File: src/rtl/ir_command_scheduler.sv
// ir_command_scheduler: holds the bus-written command and repeat mode and
// arbitrates between the bus and local requesters. On every period tick with a
// request pending, it issues one packet to the slow IR transmitter using a
// level send/busy handshake. Both waits in the handshake are bounded by a
// timeout that raises a sticky ERROR flag.
module ir_command_scheduler #(
   parameter logic [7:0] IO_ADDRESS     = 8'h90,
   parameter int         PERIOD_CYCLES  = 10_000_000,
   parameter int         TIMEOUT_CYCLES = 1_000_000
) (
   input  logic       CLK,
   input  logic       RESET_N,
   input  logic       BUS_WE,
   input  logic [7:0] BUS_ADDR,
   input  logic [7:0] BUS_DATA,
   input  logic       LOCAL_REQ,
   input  logic [3:0] LOCAL_CMD,
   input  logic       TX_BUSY,
   output logic       SEND_PACKET,
   output logic [3:0] COMMAND,
   output logic       GRANT_LOCAL,
   output logic       ERROR
);

   localparam int PW = (PERIOD_CYCLES > 1) ? $clog2(PERIOD_CYCLES) : 1;
   localparam int TW = (TIMEOUT_CYCLES > 0) ? $clog2(TIMEOUT_CYCLES + 1) : 1;

   typedef enum logic [1:0] {IDLE, ARB, REQ, DONE} state_t;

   state_t          state, state_next;
   logic [3:0]      bus_cmd;
   logic            repeat_en;
   logic [PW-1:0]   pcnt;
   logic [TW-1:0]   tcnt;
   logic            tick;
   logic            busy_meta, busy_s;
   logic [3:0]      cmd_r;
   logic            grant_local;
   logic            error_r;
   logic            err_set;
   logic            win_local;
   logic            timeout;
   logic            wr_cmd, wr_ctl;
   logic            bus_req, local_req;

   // Request snapshot taken at the tick, so ARB sees the pre-write values
   logic            snap_bus_req, snap_local_req;
   logic [3:0]      snap_bus_cmd, snap_local_cmd;

   assign wr_cmd    = BUS_WE && (BUS_ADDR == IO_ADDRESS);
   assign wr_ctl    = BUS_WE && (BUS_ADDR == IO_ADDRESS + 8'd1);
   assign bus_req   = repeat_en && (bus_cmd != 4'd0);
   assign local_req = LOCAL_REQ && (LOCAL_CMD != 4'd0);
   assign tick      = (pcnt == PW'(PERIOD_CYCLES - 1));
   assign timeout   = (tcnt == TW'(TIMEOUT_CYCLES - 1));

   // Registers, period/timeout counters, busy synchronizer and FSM state
   always_ff @(posedge CLK or negedge RESET_N) begin
      if (!RESET_N) begin
         state       <= IDLE;
         bus_cmd     <= 4'd0;
         repeat_en   <= 1'b0;
         pcnt        <= '0;
         tcnt        <= '0;
         busy_meta   <= 1'b0;
         busy_s      <= 1'b0;
         cmd_r       <= 4'd0;
         grant_local <= 1'b0;
         error_r     <= 1'b0;
      end else begin
         state     <= state_next;
         busy_meta <= TX_BUSY;
         busy_s    <= busy_meta;
         pcnt      <= tick ? '0 : pcnt + PW'(1);
         if (wr_cmd)
            bus_cmd <= BUS_DATA[3:0];
         if (wr_ctl)
            repeat_en <= BUS_DATA[0];
         if (state_next != state)
            tcnt <= '0;
         else if ((state == REQ) || (state == DONE))
            tcnt <= tcnt + TW'(1);
         else
            tcnt <= '0;
         if (state == ARB) begin
            cmd_r       <= win_local ? snap_local_cmd : snap_bus_cmd;
            grant_local <= win_local;
         end
         if (err_set)
            error_r <= 1'b1;
         else if (wr_ctl && BUS_DATA[1])
            error_r <= 1'b0;
      end
   end

   // Capture request state and commands on the tick that starts arbitration
   always_ff @(posedge CLK) begin
      if ((state == IDLE) && tick) begin
         snap_bus_req   <= bus_req;
         snap_local_req <= local_req;
         snap_bus_cmd   <= bus_cmd;
         snap_local_cmd <= LOCAL_CMD;
      end
   end

   // Next-state logic, round-robin grant and timeout detection
   always_comb begin
      state_next = state;
      err_set    = 1'b0;
      win_local  = 1'b0;
      case (state)
         IDLE: begin
            if (tick && (bus_req || local_req))
               state_next = ARB;
         end
         ARB: begin
            // With both requesting, the source opposite the last grant wins
            win_local  = snap_local_req && (!snap_bus_req || !grant_local);
            state_next = REQ;
         end
         REQ: begin
            if (busy_s)
               state_next = DONE;
            else if (timeout) begin
               err_set    = 1'b1;
               state_next = IDLE;
            end
         end
         DONE: begin
            if (!busy_s)
               state_next = IDLE;
            else if (timeout) begin
               err_set    = 1'b1;
               state_next = IDLE;
            end
         end
         default: state_next = IDLE;
      endcase
   end

   // Decoded from state so reset drops the send request immediately
   assign SEND_PACKET = (state == REQ);
   assign COMMAND     = cmd_r;
   assign GRANT_LOCAL = grant_local;
   assign ERROR       = error_r;

endmodule

File: config.mk
export PLATFORM = sky130hd
export DESIGN_NAME = ir_command_scheduler
export DESIGN_NICKNAME = d
export VERILOG_FILES = /design/src/rtl/ir_command_scheduler.sv
export SDC_FILE = /design/constraint.sdc
export NUM_CORES = 1
export LEC_CHECK = 0
export BUFFER_PORTS_ARGS = -buffer_cell sky130_fd_sc_hd__buf_2
export CORE_UTILIZATION = 35
export DETAILED_ROUTE_END_ITERATION = 7
export PLACE_DENSITY = 0.59
export SYNTH_ARGS = -nofsm -noshare
export SYNTH_HDL_FRONTEND = slang
export SYNTH_SLANG_ARGS = --single-unit
File: constraint.sdc
create_clock -name CLK -period 2.53 [get_ports CLK]
set_input_delay 0.3795 -clock CLK [delete_from_list [all_inputs] [get_ports CLK]]
set_output_delay 0.3795 -clock CLK [all_outputs]
set_load 0.01 [all_outputs]
==> metrics, run 1 <==
net total in the final layout=357; average detailed-routed wire length per instance=13.2 microns; critical setup path kind=register to register; number of port buffers=27; post-synthesis cell type with the largest combined area=dfrtp_1; main area contributors after synthesis=dfrtp_1 46%, edfxtp_1 9.4%, xnor2_1 6.3%; register clock-pin slew on the reported worst setup and hold paths=0.08 ns; number of hold buffers added after CTS=0; site row count=34; final clock period utilization by the worst path=88.6%; Crit. End Element=register; Routed Antenna Nets=0; longest individual stage delay on the worst path=0.59 ns; core area=0.00876 sq mm; worst path setup slack after routing=0.289 ns; remaining max-slew budget at the tightest pin=50.0%; total number of H-tree levels=3; setup repair after global routing missed its margin=no; starting density of the core=36.4%; Critical-path top delay cell=or4_4; number of cells traversed by the worst register-to-register path=4; leakage power=1.46 nW; crit path from=tcnt[11]; vias in the first global route=2265; share of the yosys chip area belonging to registers=55.6%; outcome=completed; Max VDD drop=0.000336 V; Post-synth top flop=dfrtp_1; most common cell after layout, fill and taps aside=dfrtp_1; sequential cell area in the final layout=0.00178 sq mm; total number of vias=2258; chip height=97.5 microns; GR Overflow Total=0; power density over the cells=657 mW/mm^2; largest buffer count on any clock path=2; drt first pass iters=4; number of max-cap violations=0; number of warnings reported in the yosys synthesis log=0; Cells after Synth=293; GRT Total Usage=13.8%; final number of max-transition violations=0; final wirelength=5870 microns; Via density=5.10; final setup vio count=0; proportion of register bits with asynchronous set or reset after synthesis=85.5%; weighted congestion reported at the end of routability-driven placement=0.785; area added between synthesis and finish=14.2%; R2R Setup Slk=0.29 ns; area of the die=0.00951 sq mm; sum of negative setup slack=0 ns; leading cell types in the layout, fill and taps excluded=59 x dfrtp_1, 29 x nor2_1, 27 x buf_2; root buffer selected by CTS=clkbuf_8; clock insertion delay at the later pin of the skew report=0.35 ns; DRT iter0 DRCs=91; start of the worst register-to-register path=tcnt[11]; cell-by-cell listing of the critical path=or4_1 -> or4_4 -> o21bai_4 -> nor2_1; number of buffers added by the clock tree synthesis step=9; DRC=0; chip width=97.5 microns; number of cells on the worst hold path=1; transition at the pin with the smallest max-transition slack=0.750 ns; pin count of the biggest net entering global routing=60; synthesized area divided by synthesized cell count=10.9 sq um; Crit path required time=2.74 ns; Mapped Nets=320; DP HPWL=4160 microns; number of antenna violations at the first check in global routing=0; fraction of layout cells with a size suffix above 1=17.0%; nature of the critical path startpoint=register; hold violation count in the final report=0; number of enable-type register cells in the synthesized netlist=10; area of the multi-input gates=0.00136 sq mm; path class of the lowest-slack min-delay path=primary input to register; antenna fix cells=0; post-synth design cell area=0.00319 sq mm; launch point of the worst hold path=TX_BUSY; register bit count reported by yosys=69; Reg-to-Reg End=tcnt[8]; number of buffers inserted by post-CTS setup repair=0; f_max=446 MHz; wire length of the first global-routing pass=10400 microns; crit path time final=2.24 ns; number of different library cells in the post-synthesis netlist=39; number of inserted filler cells in the final layout=845; post-place setup slack=0.273 ns; TritonCTS clock tree=yes; endpoint of the worst hold path=busy_meta; worst-path maximum fanout=20; Yosys top cell area share=46.2%; Resize count post-CTS=0; clock sink count=69; worst endpoint data arrival time=2.45 ns; IO Count=32; Layout Skew=0.0123 ns
worst max path at each step:
stage / to / slack [ns] / cells past startpoint
2_1_floorplan: snap_bus_cmd[0] / 0.57 / 5
3_3_place_gp: tcnt[10] / 0.32 / 4
3_5_place_dp: tcnt[8] / 0.27 / 4
4_1_cts: tcnt[8] / 0.27 / 4
5_1_grt: tcnt[7] / 0.17 / 4
6_report: tcnt[8] / 0.29 / 4
cells in the mapped netlist, types with 4 or more instances:
master,count
a21oi_1,9
and3_1,5
and4_1,5
dfrtp_1,59
edfxtp_1,10
inv_1,7
mux2_2,6
mux2i_1,4
nand2_1,21
nand3_1,22
nand4_1,14
nor2_1,29
nor3_1,7
nor4_1,9
o21ai_0,11
or3_1,5
or4_1,7
xnor2_1,23
xor2_1,9
report_power, final:
| group | switching (W) | leakage [nW] | internal (W) |
|---|---|---|---|
| Sequential | 0.0000591 | 0.874 | 0.00120 |
| Clock | 0.000461 | 0.0931 | 0.000377 |
| Combinational | 0.000174 | 0.493 | 0.000126 |
| Total | 0.000695 | 1.46 | 0.00170 |
stage by stage:
| stage | hold WS, ns | area [sq um] | total power (W) | utilization (%) | cells |
|---|---|---|---|---|---|
| after detailed placement | 0.389 | 3460 | 0.00159 | 39.5 | 427 |
| after CTS | 0.120 | 3650 | 0.00245 | 41.6 | 443 |
| final | 0.140 | 3650 | 0.00239 | 41.6 | 443 |
| after global routing | 0.114 | 3650 | 0.00253 | 41.6 | 443 |
| after floorplan | 0.0839 | 3190 | 0.00149 | - | 293 |
| after global placement | 0.388 | 3460 | 0.00158 | 39.5 | 427 |
critical path, delay by kind of cell, from the launching register on:
kind | cells | cell delay (ns)
simple gates | 3 | 1.22
compound gates | 1 | 0.45
flops | 1 | 0.44
registers in the layout (all words and copies together), names as in the netlist:
| signal | count |
|---|---|
| snap_bus_req | 1 |
| ERROR | 1 |
| busy_s | 1 |
| bus_cmd | 4 |
| state | 2 |
| COMMAND | 4 |
| pcnt | 24 |
| busy_meta | 1 |
| snap_bus_cmd | 4 |
| snap_local_cmd | 4 |
| GRANT_LOCAL | 1 |
| snap_local_req | 1 |
| repeat_en | 1 |
| tcnt | 20 |
logic make-up after synthesis:
| logic type | synth area share, % |
|---|---|
| AO/OA/AOI/OAI | 6.15 |
| XOR/XNOR | 8.78 |
| adder cells (fa/ha/maj) | 0.784 |
| buffers and inverters | 1.88 |
| flip-flops | 55.6 |
| multiplexers | 3.37 |
| AND/OR/NAND/NOR | 23.4 |
final cells by class:
cell class              instances  area share, %
inverters                       7          0.721
well taps                     108           3.71
flip-flops and latches         69           48.7
multi-input cells             212           37.2
clock buffers                   9           3.40
clock inverters                 7           1.72
repair buffers                 31           4.53
routing by layer:
layer  wire, microns  part of all wire, %  global-route usage (%)
met5               0                    0                       0
met4              66                  1.1                    4.41
met3             191                  3.3                    5.40
met2            2820                   48                    21.9
met1            2790                   47                    17.4
No activity file was read; power rests on OpenSTA's default activity.
==> inputs of run 2 (changes only) <==
- RECOVER_POWER: default -> 100
==> run 2 against run 1 <==
Effect of this change: cell area decreased by 0.69%; flip-flop and latch count unchanged; critical endpoint unchanged; utilization decreased by 0.29 points; highest routed layer unchanged; critical path type unchanged; first-iteration DRC count decreased by 6.6%; critical path depth unchanged; worst setup slack got worse by 0.074 ns.
==> metrics, run 2 (synthesized netlist as in run 1, its figures left out) <==
Logic pwr share=12.1% (-0.4 points); number of max-cap violations=0 (unchanged); register clock-pin slew on the reported worst setup and hold paths=0.07 ns (about the same); worst endpoint data arrival time=2.53 ns (+0.08 ns); clock sink count=69 (unchanged); final number of max-transition violations=0 (unchanged); leading cell types in the layout, fill and taps excluded=59 x dfrtp_1, 29 x nor2_1, 23 x xnor2_1; cell-by-cell listing of the critical path=or4_1 -> or4_1 -> o21bai_4 -> nor2_1; longest individual stage delay on the worst path=0.65 ns (+0.06 ns); worst-path maximum fanout=20 (unchanged); site row count=34 (unchanged); IO Count=32 (unchanged); TritonCTS clock tree=yes; switching power summed over all nets=0.000698 W (+0.51%); remaining max-slew budget at the tightest pin=2.62% (-47 points); Resize count post-CTS=0 (unchanged); number of cells traversed by the worst register-to-register path=4 (unchanged); Non-Filler Instances=443 (unchanged); area added between synthesis and finish=13.4%; wire length of the first global-routing pass=10400 microns (unchanged); weighted congestion reported at the end of routability-driven placement=0.785 (unchanged); core area=0.00876 sq mm (unchanged); share of total power in sequential cells=52.7% (+0.3 points); crit path from=tcnt[11]; drt first pass iters=4 (unchanged); most repeated library cell on the critical path=or4_1; start of the worst register-to-register path=tcnt[11]; Switching Share=29.3% (+0.26 points); chip width=97.5 microns (unchanged); Max VDD drop=0.000336 V (about the same); setup repair after global routing missed its margin=no; leakage power=1.42 nW (-2.6%); placed cell count=427 (unchanged); power density over the cells=659 mW/mm^2 (+0.29%); root buffer selected by CTS=clkbuf_8; GR Overflow Total=0 (unchanged); clock insertion delay at the later pin of the skew report=0.35 ns (about the same); number of port buffers=27 (unchanged); DRT iter0 DRCs=85 (-6.6%); logic depth of the worst path, buffers included=4 (unchanged); critical setup path kind=register to register; outcome=completed; area of the die=0.00951 sq mm (unchanged); R2R Setup Slk=0.21 ns (-0.07 ns); Via density=5.10 (unchanged); final wirelength=5880 microns (+0.14%); vias in the first global route=2265 (unchanged); fraction of layout cells with a size suffix above 1=13.4% (-3.6 points); number of hold buffers added after CTS=0 (unchanged); DRC=0 (unchanged); GRT Total Usage=13.8% (unchanged); total number of vias=2258 (unchanged); Routed Antenna Nets=0 (unchanged); Internal=0.00169 W (-0.77%); starting density of the core=36.4% (unchanged); chip height=97.5 microns (unchanged); total number of H-tree levels=3 (unchanged); DP HPWL=4160 microns (unchanged); average detailed-routed wire length per instance=13.3 microns (+0.14%); most common cell after layout, fill and taps aside=dfrtp_1; path class of the lowest-slack min-delay path=primary input to register; pin count of the biggest net entering global routing=60 (unchanged); final clock period utilization by the worst path=91.5% (+2.9 points); crit path time final=2.32 ns (+0.0745 ns); net total in the final layout=357 (unchanged); worst path buffer plus inverter count=0 (unchanged); Worst setup endpoint=tcnt[8]; final setup vio count=0 (unchanged); Crit. End Element=register; transition at the pin with the smallest max-transition slack=1.46 ns (+0.710 ns); largest register by flop count=pcnt; nature of the critical path startpoint=register; clock group share of total power=35.2% (+0.2 points); Regs by FF count=pcnt (24), tcnt (20); Crit path required time=2.74 ns (about the same); antenna fix cells=0 (unchanged); number of buffers inserted by post-CTS setup repair=0 (unchanged); number of inserted filler cells in the final layout=854 (+1.1%); number of antenna violations at the first check in global routing=0 (unchanged); number of buffers added by the clock tree synthesis step=9 (unchanged); Reg-to-Reg End=tcnt[8]; largest buffer count on any clock path=2 (unchanged); sum of negative setup slack=0 ns (unchanged); max FFs per register=24 (unchanged); Worst path top cell family by delay=simple AND/OR/NAND/NOR gates; f_max=432 MHz (-3.2%); hold violation count in the final report=0 (unchanged); Critical-path top delay cell=or4_1; Layout Skew=0.0123 ns (-0.00000150 ns)
-- run 2: changes by cell type in the layout (fill, tap and decap cells not counted) --
cell and change:
a21boi_1 -1, buf_2 -9, and2_1 -1, clkbuf_1 +11, buf_4 -3, or4_1 +1
a21boi_0 +1, or4_4 -1, and2_0 +1, clkbuf_2 +1
-- run 2: how the worst min path moves through the flow --
stage | start | endpoint | depth (start not counted)
final | TX_BUSY | busy_meta | 1
after global routing | TX_BUSY | busy_meta | 1
after CTS | TX_BUSY | busy_meta | 1
after detailed placement | busy_meta | busy_s | 0
after global placement | busy_meta | busy_s | 0
after floorplan | RESET_N | COMMAND[0] | 0
-- run 2: area by class of cell --
cell class / instances / area (sq um) / share of cell area, %
sequential: 69 / 1780 / 49.1
multi-input combinational: 212 / 1350 / 37.4
timing repair buffer: 31 / 144 / 3.97
tap: 108 / 135 / 3.73
clock buffer: 9 / 124 / 3.42
clock inverter: 7 / 62.6 / 1.73
inverter: 7 / 26.3 / 0.726
-- run 2: power groups by stage --
| stage | clock [W] | sequential [W] | combinational, W |
|---|---|---|---|
| final | 0.000839 | 0.00126 | 0.000288 |
| after global routing | 0.000918 | 0.00127 | 0.000331 |
| after CTS | 0.000878 | 0.00126 | 0.000310 |
| after detailed placement | 0 | 0.00128 | 0.000310 |
| after global placement | 0 | 0.00127 | 0.000305 |
| after floorplan | 0 | 0.00129 | 0.000204 |
-- run 2: routing by layer --
layer	share of wire, %	wire (microns)	vias to the layer above	track usage, %
met5	0	0	-	0
met4	1.1	66	0	4.41
met3	3.4	201	6	5.40
met2	48	2820	27	21.9
met1	48	2790	1081	17.4
li1	-	-	1144	-
-- run 2: through the flow --
step	util, %	setup WS, ns	total power (W)	hold WS (ns)	area (sq um)
2_1_floorplan	-	0.572	0.00149	0.0839	3190
3_3_place_gp	39.5	0.318	0.00158	0.388	3460
3_5_place_dp	39.5	0.273	0.00159	0.389	3460
4_1_cts	41.6	0.268	0.00245	0.120	3650
5_1_grt	41.3	0.0919	0.00252	0.114	3620
6_report	41.3	0.215	0.00238	0.141	3620
-- run 2: worst reg2reg max path, stage by stage, from the launching register on --
cell and delay [ns]:
dfrtp_1 0.44, or4_1 0.51, or4_1 0.65, o21bai_4 0.48
nor2_1 0.11
